<file path="src/rtl/temp_uart_packetizer.sv">
// Pops INT and FRAC from an upstream FIFO and sends HEADER, INT, FRAC (and CHK when
// PACKETIZER_CHECKSUM_EN is defined) as 8N1 UART bytes. States: IDLE | FETCH_INT/FETCH_FRAC pop | START/DATA/STOP serialize | DONE pulse.
module temp_uart_packetizer #(
  parameter int          DATA_DEPTH   = 8,
  parameter int          CLKS_PER_BIT = 16,
  parameter logic [7:0]  HEADER       = 8'hA5
) (
  input  logic                  i_clk,
  input  logic                  i_rst,
  input  logic [DATA_DEPTH-1:0] i_fifo_data,
  input  logic                  i_fifo_data_valid,
  output logic                  o_fifo_data_extracted,
  output logic                  o_tx,
  output logic                  o_busy,
  output logic                  o_pkt_done
);

  localparam int TW = $clog2(CLKS_PER_BIT);
  localparam logic [TW-1:0] T_LAST = TW'(CLKS_PER_BIT - 1);
`ifdef PACKETIZER_CHECKSUM_EN
  localparam logic [1:0] LAST_BYTE = 2'd3;
`else
  localparam logic [1:0] LAST_BYTE = 2'd2;
`endif

  typedef enum logic [2:0] {
    IDLE, FETCH_INT, FETCH_FRAC, START, DATA, STOP, DONE
  } state_t;

  state_t                state_q, state_d;
  logic [TW-1:0]         timer_q, timer_d;
  logic [2:0]            bit_idx_q, bit_idx_d;
  logic [1:0]            byte_idx_q, byte_idx_d;
  logic [DATA_DEPTH-1:0] int_q, int_d;
  logic [DATA_DEPTH-1:0] frac_q, frac_d;
  logic                  tx_q, tx_d;
  logic                  extract;
  logic                  bit_done;
  logic [DATA_DEPTH-1:0] cur_byte;

  assign bit_done = (timer_q == T_LAST);

  always_ff @(posedge i_clk or negedge i_rst) begin
    if (!i_rst) begin
      state_q    <= IDLE;
      timer_q    <= '0;
      bit_idx_q  <= '0;
      byte_idx_q <= '0;
      int_q      <= '0;
      frac_q     <= '0;
      tx_q       <= 1'b1;
    end else begin
      state_q    <= state_d;
      timer_q    <= timer_d;
      bit_idx_q  <= bit_idx_d;
      byte_idx_q <= byte_idx_d;
      int_q      <= int_d;
      frac_q     <= frac_d;
      tx_q       <= tx_d;
    end
  end

  // Byte selected by the index being entered, so tx_q lines up with state_q.
  always_comb begin
    cur_byte = HEADER;
    case (byte_idx_d)
      2'd0:    cur_byte = HEADER;
      2'd1:    cur_byte = int_q;
      2'd2:    cur_byte = frac_q;
`ifdef PACKETIZER_CHECKSUM_EN
      default: cur_byte = HEADER ^ int_q ^ frac_q;
`else
      default: cur_byte = HEADER;
`endif
    endcase
  end

  always_comb begin
    state_d    = state_q;
    timer_d    = timer_q;
    bit_idx_d  = bit_idx_q;
    byte_idx_d = byte_idx_q;
    int_d      = int_q;
    frac_d     = frac_q;
    extract    = 1'b0;
    case (state_q)
      IDLE: begin
        state_d    = FETCH_INT;
        byte_idx_d = '0;
      end
      FETCH_INT: begin
        extract = i_fifo_data_valid;
        if (i_fifo_data_valid) begin
          int_d   = i_fifo_data;
          state_d = FETCH_FRAC;
        end
      end
      FETCH_FRAC: begin
        extract = i_fifo_data_valid;
        if (i_fifo_data_valid) begin
          frac_d     = i_fifo_data;
          state_d    = START;
          timer_d    = '0;
          bit_idx_d  = '0;
          byte_idx_d = '0;
        end
      end
      START: begin
        if (bit_done) begin
          timer_d   = '0;
          bit_idx_d = '0;
          state_d   = DATA;
        end else begin
          timer_d = timer_q + 1'b1;
        end
      end
      DATA: begin
        if (bit_done) begin
          timer_d = '0;
          if (bit_idx_q == 3'd7) state_d = STOP;
          else                   bit_idx_d = bit_idx_q + 1'b1;
        end else begin
          timer_d = timer_q + 1'b1;
        end
      end
      STOP: begin
        if (bit_done) begin
          timer_d = '0;
          if (byte_idx_q == LAST_BYTE) begin
            state_d = DONE;
          end else begin
            byte_idx_d = byte_idx_q + 1'b1;
            bit_idx_d  = '0;
            state_d    = START;
          end
        end else begin
          timer_d = timer_q + 1'b1;
        end
      end
      DONE:    state_d = IDLE;
      default: state_d = IDLE;
    endcase
  end

  always_comb begin
    tx_d = 1'b1;
    case (state_d)
      START:   tx_d = 1'b0;
      DATA:    tx_d = cur_byte[bit_idx_d];
      default: tx_d = 1'b1;
    endcase
  end

  assign o_tx                  = tx_q;
  assign o_busy                = (state_q != IDLE);
  assign o_pkt_done            = (state_q == DONE);
  assign o_fifo_data_extracted = extract;

endmodule

</file>
<file path="config.mk">
export PLATFORM = sky130hd
export DESIGN_NAME = temp_uart_packetizer
export DESIGN_NICKNAME = d
export VERILOG_FILES = /design/src/rtl/temp_uart_packetizer.sv
export SDC_FILE = /design/constraint.sdc
export NUM_CORES = 1
export LEC_CHECK = 0
export BUFFER_PORTS_ARGS = -buffer_cell sky130_fd_sc_hd__buf_2
export CAP_MARGIN = 30
export CORE_MARGIN = 3
export CORE_UTILIZATION = 45
export CTS_CLUSTER_SIZE = 16
export DETAILED_ROUTE_END_ITERATION = 8
export PLACE_DENSITY = 0.74
export SLEW_MARGIN = 5
export SYNTH_ARGS = -nofsm -noshare
export SYNTH_HDL_FRONTEND = slang
export SYNTH_SLANG_ARGS = --single-unit
</file>
<file path="constraint.sdc">
create_clock -name i_clk -period 4.4 [get_ports i_clk]
set_clock_uncertainty 0.05 [all_clocks]
set_input_delay 1.32 -clock i_clk [delete_from_list [all_inputs] [get_ports i_clk]]
set_output_delay 1.32 -clock i_clk [all_outputs]
set_load 0.1 [all_outputs]
</file>
==> results.cfg <==
[power_and_ir_drop]
powerDensity_nw_per_um2 = 626
power_frac_comb_pct = 32.0
netSwitchingPower_mw = 0.405
p_sw_share_pct = 34.5
internal-power_mw = 0.770
p_leak_nw = 0.821
seq_power_share_pct = 40.0
ir_worst_vdd_mv = 0.272
p_clk_share_pct = 28.0
totalPowerFinal_mw = 1.18

[clocking]
clk_path_buf_depth = 2
cts_buffers = 5
postCtsSetupBuffers = 0
cts_sinks = 29
htreeDepth = 2
path_clk_slew_ns = 0.07
ctsRootBufferMaster = clkbuf_8
cts_tree = yes
clock_latency_ns = 0.28
ctsResizeCount = 0
postCtsHoldBufs = 0

[cells_and_area]
antenna_cells = 0
syn_to_final_growth_pct = 13.7
fin_nets = 191
drive_gt1_share_pct = 23.4
instances_no_fill = 221

[status]
status = finished, final reports clean

[synth]
ys_types = 47
yosys.area_share.simple_pct = 14.8
syn_inst = 161
ys_seq_elements = 29
synth-xor-area-share_pct = 0
synthFlopType = dfrtp_1
synth_nets = 178
synth_top_area_share_pct = 42.5
async_reset_ff_share_pct = 100
synth_top_family_by_area = compound AO/OA/AOI/OAI gates
synthMuxAreaShare_pct = 13.9
synth_compound_area_share_pct = 17.8
synth.most_common_cell = dfrtp_1
ys_seq_area_share_pct = 44.0
synth_fa_ha_area_share_pct = 4.55
synth-edff-count = 0
syn-cell-area_um2 = 1650
syn-mean-instance-area_um2 = 10.3
synthTopCellsByCount = dfrtp_1 (28), nand2_1 (13), mux2_2 (12)
ys_warn_count = 0
synth_top_cell_by_area = dfrtp_1
synth.area.top_cells = dfrtp_1 (42%), mux2_2 (8.2%), ha_1 (4.5%), mux2i_1 (3.0%), nand2_1 (3.0%)

[placed_design]
dp_hpwl_um = 2340
dp_cells = 213
place_congestion = 0.853
port_buffers = 14
pre_cts_ws_ns = 0.641

[timing]
setup_ws_ns = 0.627
hold_viol = 0
max-slew-margin-rel_pct = 57.5
rsz0062_at_grt = false
period_minus_slack_ns = 3.77
setup_viol = 0
tns_ns = 0
max_clock_freq_ghz = 0.265
finalCritPeriodShare_pct = 85.7
tightest_slew_ns = 0.638
final_max_slew_viol_count = 0

[critical_path]
r2r-start = timer_q[1]
worst_setup_path_end_kind = output port
start_kind = input port
r2r_end = o_tx
critPathKind = in -> out
cp.arrival_ns = 2.40
rr_worst_depth = 12
critPathMaxFanout = 9
rrSetupSlack_ns = 1.41
crit_required_ns = 3.03

[run]
drv_cap = 0

[global_routing]
grt.total_usage_pct = 16.7
grt_pass1_wl_um = 5550
grt-ovfl-total = 0
grt_max_degree = 30
grt_pass1_vias = 1210
antenna_found_initial = 0

[routing]
routed_wl_um = 3180
dr_total_vias = 1249
ant_nets = 0
drc = 0
drtIter0Drc = 72
viasPerCell = 5.65
drt-pass1-iter-count = 4
post_drt_wl_per_cell_um = 14.4

[die]
die_y_um = 66.6
chipWidth_um = 66.6
start_util_pct = 47.9
core_um2 = 3440
rows = 21
die_area_um2 = 4430
io_pins = 15

[hold_path]
hp-start = int_q[6]
hold_depth = 1
hold_end = int_q[6]
hold_path_class = reg -> reg
[worst max path at each step]
stage,startpoint,to,slack (ns),cells past startpoint
after global placement,i_fifo_data_valid,o_fifo_data_extracted,0.65,5
final,i_fifo_data_valid,o_fifo_data_extracted,0.63,5
after detailed placement,i_fifo_data_valid,o_fifo_data_extracted,0.64,5
after floorplan,i_fifo_data_valid,o_fifo_data_extracted,0.79,2
after global routing,i_fifo_data_valid,o_fifo_data_extracted,0.60,5
after CTS,i_fifo_data_valid,o_fifo_data_extracted,0.63,5
[layer usage]
metal	up-vias	track usage [%]	share of wire, %
met4	0	6.85	1.6
met3	5	5.23	4.2
li1	618	-	-
met1	601	21.7	46
met2	25	25.7	48
met5	-	0	0
[through the flow]
stage                     area (um2)  util (%)  hold WS [ns]
after global placement          1740      50.6         0.429
after floorplan                 1650         -         0.409
after detailed placement        1740      50.6         0.434
after global routing            1880      54.5         0.465
final                           1880      54.5         0.450
after CTS                       1880      54.5         0.447
[sequential cells by signal, indices dropped and copies added, names as in the netlist]
register	count
int_q	8
byte_idx_q	2
o_tx	1
state_q	3
bit_idx_q	3
frac_q	8
timer_q	4
[cell type report]
type	instances	area, um2
Sequential cell	29	727
Fill cell	307	1570
Timing Repair Buffer	16	85.1
Inverter	8	30.0
Tap cell	46	57.6
Clock buffer	5	68.8
Clock inverter	3	65.1
Multi-Input combinational cell	114	843
[kinds of logic after synthesis]
family / after synthesis
AO/OA/AOI/OAI: 42
adder cells (fa/ha/maj): 6
buffers and inverters: 18
flip-flops: 29
multiplexers: 21
AND/OR/NAND/NOR: 45
[power groups by stage]
| stage | Combinational, mW | Clock [mW] | Sequential (mW) |
|---|---|---|---|
| global placement | 0.366 | 0 | 0.465 |
| global route | 0.418 | 0.350 | 0.488 |
| finish | 0.376 | 0.329 | 0.470 |
| detailed placement | 0.379 | 0 | 0.473 |
| CTS | 0.380 | 0.335 | 0.469 |
| floorplan | 0.305 | 0 | 0.458 |
[critical path: stages]
cell and delay (ns):
buf_2 0.14, and3_1 0.17, buf_4 0.17, or2_2 0.30, buf_2 0.29
[layout by cell type (no fill, tap or decap), drive strengths merged, types with 2 or more instances in the layout]
cell    instances
dfrtp          28
buf            16
mux2           16
nand2          13
o21ai          10
nor2            8
inv             8
ha              6
and3            5
a21oi           5
mux2i           5
a22oi           5
clkbuf          5
nand3           4
nand2b          3
nor3            3
a21o            3
a221o           3
a221oi          2
o22ai           2
a31oi           2
bufinv          2
No activity file was read; power rests on OpenSTA's default activity.
